[src/rtl/tile_pkg.sv]
// Constants shared by the tile-map writer and the VGA renderer.
package tile_pkg;

    localparam int GRID_W = 20;
    localparam int GRID_H = 15;
    localparam int ADDR_W = 10;
    localparam int CELL_W = 4;

    localparam logic [3:0] TILE_WALL   = 4'b0000;
    localparam logic [3:0] TILE_FLOOR  = 4'b0001;
    localparam logic [3:0] TILE_PLAYER = 4'b0010;

    typedef enum logic [1:0] {
        DIR_UP    = 2'd0,
        DIR_DOWN  = 2'd1,
        DIR_LEFT  = 2'd2,
        DIR_RIGHT = 2'd3
    } dir_e;

    typedef enum logic [2:0] {
        ST_INIT,
        ST_IDLE,
        ST_CHK,
        ST_RDW,
        ST_EVAL,
        ST_WRN,
        ST_DONE
    } wr_state_e;

endpackage

[src/rtl/tile_addr.sv]
// Combinational (column, row) to linear tile-map address: addr = y*GRID_W + x.
module tile_addr #(
    parameter int GRID_W = tile_pkg::GRID_W,
    parameter int ADDR_W = tile_pkg::ADDR_W,
    parameter int X_W    = 5,
    parameter int Y_W    = 4
) (
    input  logic [X_W-1:0]    x,
    input  logic [Y_W-1:0]    y,
    output logic [ADDR_W-1:0] addr
);

    assign addr = ADDR_W'(y) * ADDR_W'(GRID_W) + ADDR_W'(x);

endmodule

[src/rtl/player_tile_writer.sv]
// Moves the player tile in the tile-map BRAM: bounds check, read target,
// then write floor to the old cell and the player code to the new one.
module player_tile_writer #(
    parameter int GRID_W  = tile_pkg::GRID_W,
    parameter int GRID_H  = tile_pkg::GRID_H,
    parameter int ADDR_W  = tile_pkg::ADDR_W,
    parameter int CELL_W  = tile_pkg::CELL_W,
    parameter int START_X = 10,
    parameter int START_Y = 7,
    parameter logic [CELL_W-1:0] TILE_FLOOR  = tile_pkg::TILE_FLOOR,
    parameter logic [CELL_W-1:0] TILE_PLAYER = tile_pkg::TILE_PLAYER,
    parameter logic [CELL_W-1:0] TILE_WALL   = tile_pkg::TILE_WALL
) (
    input  logic              i_Clk,
    input  logic              i_Reset,
    input  logic              i_Move_Valid,
    input  logic [1:0]        i_Move_Dir,
    output logic              o_Move_Ready,
    output logic              o_Move_Done,
    output logic              o_Move_Blocked,
    output logic [4:0]        o_Player_X,
    output logic [3:0]        o_Player_Y,
    output logic [ADDR_W-1:0] o_Bram_Addr_R,
    input  logic [CELL_W-1:0] i_Bram_Data_R,
    output logic [ADDR_W-1:0] o_Bram_Addr_W,
    output logic [CELL_W-1:0] o_Bram_Data_W,
    output logic              o_Bram_WE
);

    import tile_pkg::*;

    localparam logic [ADDR_W-1:0] START_ADDR = ADDR_W'(START_Y * GRID_W + START_X);

    wr_state_e         state_q, state_d;
    dir_e              dir_q, dir_d;
    logic              blocked_q, blocked_d;
    logic [4:0]        x_q, x_d, tgt_x;
    logic [3:0]        y_q, y_d, tgt_y;
    logic              off_grid;
    logic [ADDR_W-1:0] cur_addr, tgt_addr;
    logic [ADDR_W-1:0] addr_r_d, addr_w_d;
    logic [CELL_W-1:0] data_w_d;
    logic              we_d, done_d, blk_out_d;

    tile_addr #(.GRID_W(GRID_W), .ADDR_W(ADDR_W), .X_W(5), .Y_W(4)) u_cur_addr (
        .x    (x_q),
        .y    (y_q),
        .addr (cur_addr)
    );

    tile_addr #(.GRID_W(GRID_W), .ADDR_W(ADDR_W), .X_W(5), .Y_W(4)) u_tgt_addr (
        .x    (tgt_x),
        .y    (tgt_y),
        .addr (tgt_addr)
    );

    // Target cell for the latched direction; off_grid flags a step past the border.
    always_comb begin
        tgt_x    = x_q;
        tgt_y    = y_q;
        off_grid = 1'b0;
        unique case (dir_q)
            DIR_UP: begin
                tgt_y    = y_q - 4'd1;
                off_grid = (y_q == 4'd0);
            end
            DIR_DOWN: begin
                tgt_y    = y_q + 4'd1;
                off_grid = (y_q == 4'(GRID_H - 1));
            end
            DIR_LEFT: begin
                tgt_x    = x_q - 5'd1;
                off_grid = (x_q == 5'd0);
            end
            DIR_RIGHT: begin
                tgt_x    = x_q + 5'd1;
                off_grid = (x_q == 5'(GRID_W - 1));
            end
            default: begin
                off_grid = 1'b1;
            end
        endcase
    end

    always_comb begin
        state_d   = state_q;
        dir_d     = dir_q;
        blocked_d = blocked_q;
        x_d       = x_q;
        y_d       = y_q;
        addr_r_d  = o_Bram_Addr_R;
        addr_w_d  = o_Bram_Addr_W;
        data_w_d  = o_Bram_Data_W;
        we_d      = 1'b0;
        // Done is published the cycle after DONE, so it never overlaps the last write.
        done_d    = (state_q == ST_DONE);
        blk_out_d = (state_q == ST_DONE) && blocked_q;

        unique case (state_q)
            ST_INIT: begin
                we_d     = 1'b1;
                addr_w_d = START_ADDR;
                data_w_d = TILE_PLAYER;
                state_d  = ST_IDLE;
            end
            ST_IDLE: begin
                if (i_Move_Valid) begin
                    dir_d     = dir_e'(i_Move_Dir);
                    blocked_d = 1'b0;
                    state_d   = ST_CHK;
                end
            end
            ST_CHK: begin
                if (off_grid) begin
                    blocked_d = 1'b1;
                    state_d   = ST_DONE;
                end else begin
                    addr_r_d = tgt_addr;
                    state_d  = ST_RDW;
                end
            end
            ST_RDW: begin
                state_d = ST_EVAL;
            end
            ST_EVAL: begin
                if (i_Bram_Data_R == TILE_WALL) begin
                    blocked_d = 1'b1;
                    state_d   = ST_DONE;
                end else begin
                    we_d     = 1'b1;
                    addr_w_d = cur_addr;
                    data_w_d = TILE_FLOOR;
                    state_d  = ST_WRN;
                end
            end
            ST_WRN: begin
                we_d     = 1'b1;
                addr_w_d = tgt_addr;
                data_w_d = TILE_PLAYER;
                x_d      = tgt_x;
                y_d      = tgt_y;
                state_d  = ST_DONE;
            end
            ST_DONE: begin
                state_d = ST_IDLE;
            end
            default: begin
                state_d = ST_INIT;
            end
        endcase
    end

    always_ff @(posedge i_Clk) begin
        if (i_Reset) begin
            state_q        <= ST_INIT;
            blocked_q      <= 1'b0;
            x_q            <= 5'(START_X);
            y_q            <= 4'(START_Y);
            o_Move_Done    <= 1'b0;
            o_Move_Blocked <= 1'b0;
            o_Bram_WE      <= 1'b0;
            o_Bram_Addr_R  <= '0;
            o_Bram_Addr_W  <= '0;
            o_Bram_Data_W  <= '0;
        end else begin
            state_q        <= state_d;
            blocked_q      <= blocked_d;
            x_q            <= x_d;
            y_q            <= y_d;
            o_Move_Done    <= done_d;
            o_Move_Blocked <= blk_out_d;
            o_Bram_WE      <= we_d;
            o_Bram_Addr_R  <= addr_r_d;
            o_Bram_Addr_W  <= addr_w_d;
            o_Bram_Data_W  <= data_w_d;
        end
    end

    // The latched direction is only consumed after a fresh acceptance.
    always_ff @(posedge i_Clk) begin
        dir_q <= dir_d;
    end

    assign o_Move_Ready = (state_q == ST_IDLE);
    assign o_Player_X   = x_q;
    assign o_Player_Y   = y_q;

endmodule

[config.mk]
export PLATFORM = sky130hd
export DESIGN_NAME = player_tile_writer
export DESIGN_NICKNAME = d
export VERILOG_FILES = /design/src/rtl/tile_pkg.sv /design/src/rtl/tile_addr.sv /design/src/rtl/player_tile_writer.sv
export SDC_FILE = /design/constraint.sdc
export NUM_CORES = 1
export LEC_CHECK = 0
export BUFFER_PORTS_ARGS = -buffer_cell sky130_fd_sc_hd__buf_2
export CAP_MARGIN = 20
export CORE_MARGIN = 2
export CORE_UTILIZATION = 48
export DETAILED_ROUTE_END_ITERATION = 16
export PLACE_DENSITY = 0.7
export REMOVE_ABC_BUFFERS = 1
export SETUP_SLACK_MARGIN = 0.05
export SYNTH_ARGS = -nofsm -noshare
export SYNTH_HDL_FRONTEND = slang
export SYNTH_HIERARCHICAL = 1
export SYNTH_SLANG_ARGS = --single-unit
[constraint.sdc]
create_clock -name i_Clk -period 7.4 [get_ports i_Clk]
set_clock_uncertainty 0.05 [all_clocks]
set_input_delay 0.74 -clock i_Clk [delete_from_list [all_inputs] [get_ports i_Clk]]
set_output_delay 0.74 -clock i_Clk [all_outputs]
set_load 0.005 [all_outputs]
==> qor.txt <==
Status - completed
Max-cap violations - 0
Leading cell type by number of instances after synthesis - sky130_fd_sc_hd__nor2_1
# DRC - 0
Pin count of the biggest net entering global routing - 39
Number of warning messages in the yosys log - 6
Final Cycle Share - 0.673
Cell area after technology mapping - 2680 sq um
CTS tree - yes
Proportion of layout cells with a drive suffix above 1 - 0.189
Cts repair resizes - 0
Top achievable clock speed - 201 MHz
Global-route wire length before repair - 10200 um
Number of cells traversed by the worst hold path - 2
Path type of the worst setup path - reg -> reg
Initial antenna violation count - 0
Hold path startpoint - o_Bram_Data_W[0]
Count of pins on the block boundary - 46
Final Max Tran Viols - 0
Area of placed instances - 2890 sq um
Arrival time at the worst endpoint - 5080 ps
Required time of the worst setup path - 7500 ps
Total area of multi-input combinational cells - 1700 sq um
Overall die area - 6210 sq um
Minimum clock period after layout - 4980 ps
Most instantiated cells after synthesis - sky130_fd_sc_hd__nor2_1 (41), sky130_fd_sc_hd__dfxtp_1 (38), sky130_fd_sc_hd__ha_1 (19), sky130_fd_sc_hd__a21oi_1 (16)
Overall power - 0.566 mW
Portion of synthesized cell area occupied by the leading cell type - 0.283
Total number of vias - 2206
Dpl hpwl - 4430 um
Final worst slack - 2420 ps
Slew @ Worst Pin - 860 ps
Overall die height - 78.8 um
Design area - 3000 sq um
Buffer levels on the longest clock path - 2
Length in cells of the worst reg-to-reg path - 17
Routability Congestion - 0.860
Number of enable flip-flop cells after synthesis - 2
Number of buffers inserted by hold repair at cts - 0
Initial standard-cell utilization of the core - 0.493
Total global routing track utilization - 0.206
Wire length per cell after detailed routing - 14.3 um
Synthesized instance count - 307
Horiz. Die Dim - 78.8 um
WL final - 5870 um
H-tree lvl count - 2
Sequential share of the synthesized area - 0.306
Seq. cell area - 821 sq um
Critical Path End Type - flip-flop
Leftover overflow at the end of global routing - 0
Unrepaired setup endpoints after global routing - false
Cell chosen for the clock root - sky130_fd_sc_hd__clkbuf_8
Floorplan row count - 27
Number of setup violations in the final report - 0
Post-CTS Setup Inserts - 0
Detail Route Antenna Nets - 0
Dominant register cell in the synthesized netlist - sky130_fd_sc_hd__dfxtp_1
Pwr Density - 189 nW/um^2
IR drop worst, VDD - 0.195 mV
Final nets - 372
TritonCTS Sinks - 40
Detailed-route vias per instance - 5.37
Startpoint type of the worst setup path - flip-flop
Dominant cells by area after synthesis - sky130_fd_sc_hd__dfxtp_1 (28%), sky130_fd_sc_hd__ha_1 (8.9%), sky130_fd_sc_hd__nor2_1 (5.7%)
Max Fanout on Critical Path - 19
Yosys reg bits - 40
Endpoint of the lowest-slack register-to-register path - o_Bram_Addr_W[8]
Post-Place Worst Slack - 2480 ps
Worst R2R Start - dir_q[1]
Hold violation total from the final report - 0
Slew Limit Headroom - 0.426
Library cells used by synthesis - 53
Fill cell instance count of the final layout - 516
PortBufs - 43
Static leakage - 1.29 nW
R2R setup slack - 2420 ps
Via count of the first global-routing pass - 2077
Hold endpoint - o_Bram_Data_W[0]
Final setup TNS - 0 ps
Kind of path behind the tightest hold check - reg -> reg
Async set-or-reset flop fraction in the synthesized netlist - 0
Area added between synthesis and finish - 11.8%
CTS buffer count - 5
Synthesized area per cell - 8.74 sq um
Clk slew on worst S/H paths - 70 ps
Final core utilization - 0.552
Starting DRT DRC Count - 163
Largest area contributor in the netlist - sky130_fd_sc_hd__dfxtp_1
Core Footprint - 5440 sq um
Diodes inserted - 0
First-pass DRT Iterations - 4
Source-to-sink clock delay at the later pin of the worst-skew pair - 290 ps
==> worst max-delay path by stage <==
| stage | start | to | slack [ps] | cells past startpoint |
|---|---|---|---|---|
| 2_1_floorplan | dir_q[1] | o_Bram_Addr_W[8] | 2960 | 17 |
| 3_3_place_gp | dir_q[1] | o_Bram_Addr_W[8] | 2650 | 17 |
| 3_5_place_dp | dir_q[1] | o_Bram_Addr_W[8] | 2480 | 17 |
| 4_1_cts | dir_q[1] | o_Bram_Addr_W[8] | 2460 | 17 |
| 5_1_grt | dir_q[1] | o_Bram_Addr_W[8] | 2050 | 17 |
| 6_report | dir_q[1] | o_Bram_Addr_W[8] | 2420 | 17 |
==> per-stage QoR <==
| step | hold slack (ps) | std cells |
|---|---|---|
| floorplan | 381 | 286 |
| global placement | 404 | 403 |
| detailed placement | 406 | 403 |
| CTS | 420 | 411 |
| global route | 451 | 411 |
| finish | 416 | 411 |
==> logic make-up (layout without fill, tap and decap cells) <==
kind of cell / count (synthesis) / after routing / synth area share
other: 1 / 2 / 0.00140
AOI/OAI and AO/OA: 60 / 60 / 0.157
buffers and inverters: 36 / 67 / 0.0625
DFF: 40 / 40 / 0.306
xor gates and xnor gates: 19 / 19 / 0.0620
adders and majority gates: 25 / 25 / 0.133
muxes: 16 / 16 / 0.0615
and+or+nand+nor: 110 / 110 / 0.217
==> power by group <==
part / internal, mW / switching (mW) / total [mW]
clock: 0.100 / 0.0732 / 0.173
combinational: 0.0642 / 0.0804 / 0.145
sequential: 0.231 / 0.0174 / 0.249
total: 0.395 / 0.171 / 0.566
==> layout by cell type, fill, tap and decap left out, types with 3 or more instances in the layout <==
master	instances
sky130_fd_sc_hd__a21o_1	5
sky130_fd_sc_hd__a21oi_1	16
sky130_fd_sc_hd__a21oi_2	3
sky130_fd_sc_hd__and3b_1	3
sky130_fd_sc_hd__buf_2	43
sky130_fd_sc_hd__clkbuf_8	5
sky130_fd_sc_hd__dfxtp_1	38
sky130_fd_sc_hd__fa_1	6
sky130_fd_sc_hd__ha_1	19
sky130_fd_sc_hd__inv_1	13
sky130_fd_sc_hd__mux2_2	3
sky130_fd_sc_hd__mux2i_1	12
sky130_fd_sc_hd__nand2_1	13
sky130_fd_sc_hd__nand2b_1	9
sky130_fd_sc_hd__nand3_1	4
sky130_fd_sc_hd__nand3b_1	3
sky130_fd_sc_hd__nor2_1	41
sky130_fd_sc_hd__nor2b_1	4
sky130_fd_sc_hd__nor3_1	12
sky130_fd_sc_hd__o21a_1	7
sky130_fd_sc_hd__o21ai_0	7
sky130_fd_sc_hd__o22a_1	6
sky130_fd_sc_hd__o22ai_1	6
sky130_fd_sc_hd__or3_1	3
sky130_fd_sc_hd__xnor2_1	13
sky130_fd_sc_hd__xor2_1	6
==> layout make-up <==
type / instances / share of cell area
well taps: 72 / 0.0300
clock buffers: 6 / 0.0242
flip-flops and latches: 40 / 0.274
inverters: 14 / 0.0175
multi-input cells: 232 / 0.566
clock inverters: 2 / 0.0117
repair buffers: 45 / 0.0767
==> flip-flops by register name, summed over array words and instances, names as in the netlist <==
register	count
o_Move_Done	1
dir_q	2
o_Player_X	5
state_q	3
blocked_q	1
o_Move_Blocked	1
o_Player_Y	4
o_Bram_WE	1
o_Bram_Addr_W	10
o_Bram_Data_W	2
o_Bram_Addr_R	10
==> critical path, cell delays in order, from the launching register on <==
cell and delay [ps]:
sky130_fd_sc_hd__edfxtp_1 750, sky130_fd_sc_hd__clkinv_1 300, sky130_fd_sc_hd__nand2_1 200, sky130_fd_sc_hd__ha_1 250, sky130_fd_sc_hd__a21o_1 170, sky130_fd_sc_hd__a21oi_1 210, sky130_fd_sc_hd__xnor2_1 190, sky130_fd_sc_hd__nor2_1 80
sky130_fd_sc_hd__xor2_1 390, sky130_fd_sc_hd__ha_1 320, sky130_fd_sc_hd__ha_1 230, sky130_fd_sc_hd__fa_1 590, sky130_fd_sc_hd__nand2_4 80, sky130_fd_sc_hd__o311a_1 280, sky130_fd_sc_hd__or3_1 390, sky130_fd_sc_hd__o22a_1 220
sky130_fd_sc_hd__nor2_1 80, sky130_fd_sc_hd__nor3_1 60
==> metal layers <==
layer,up-vias,track usage,share of wire
met1,1034,0.282,0.48
met4,0,0.0526,0.014
met3,10,0.0398,0.025
met2,38,0.335,0.48
li1,1124,-,-
met5,-,0,0
(Power assumes the default switching activity.)
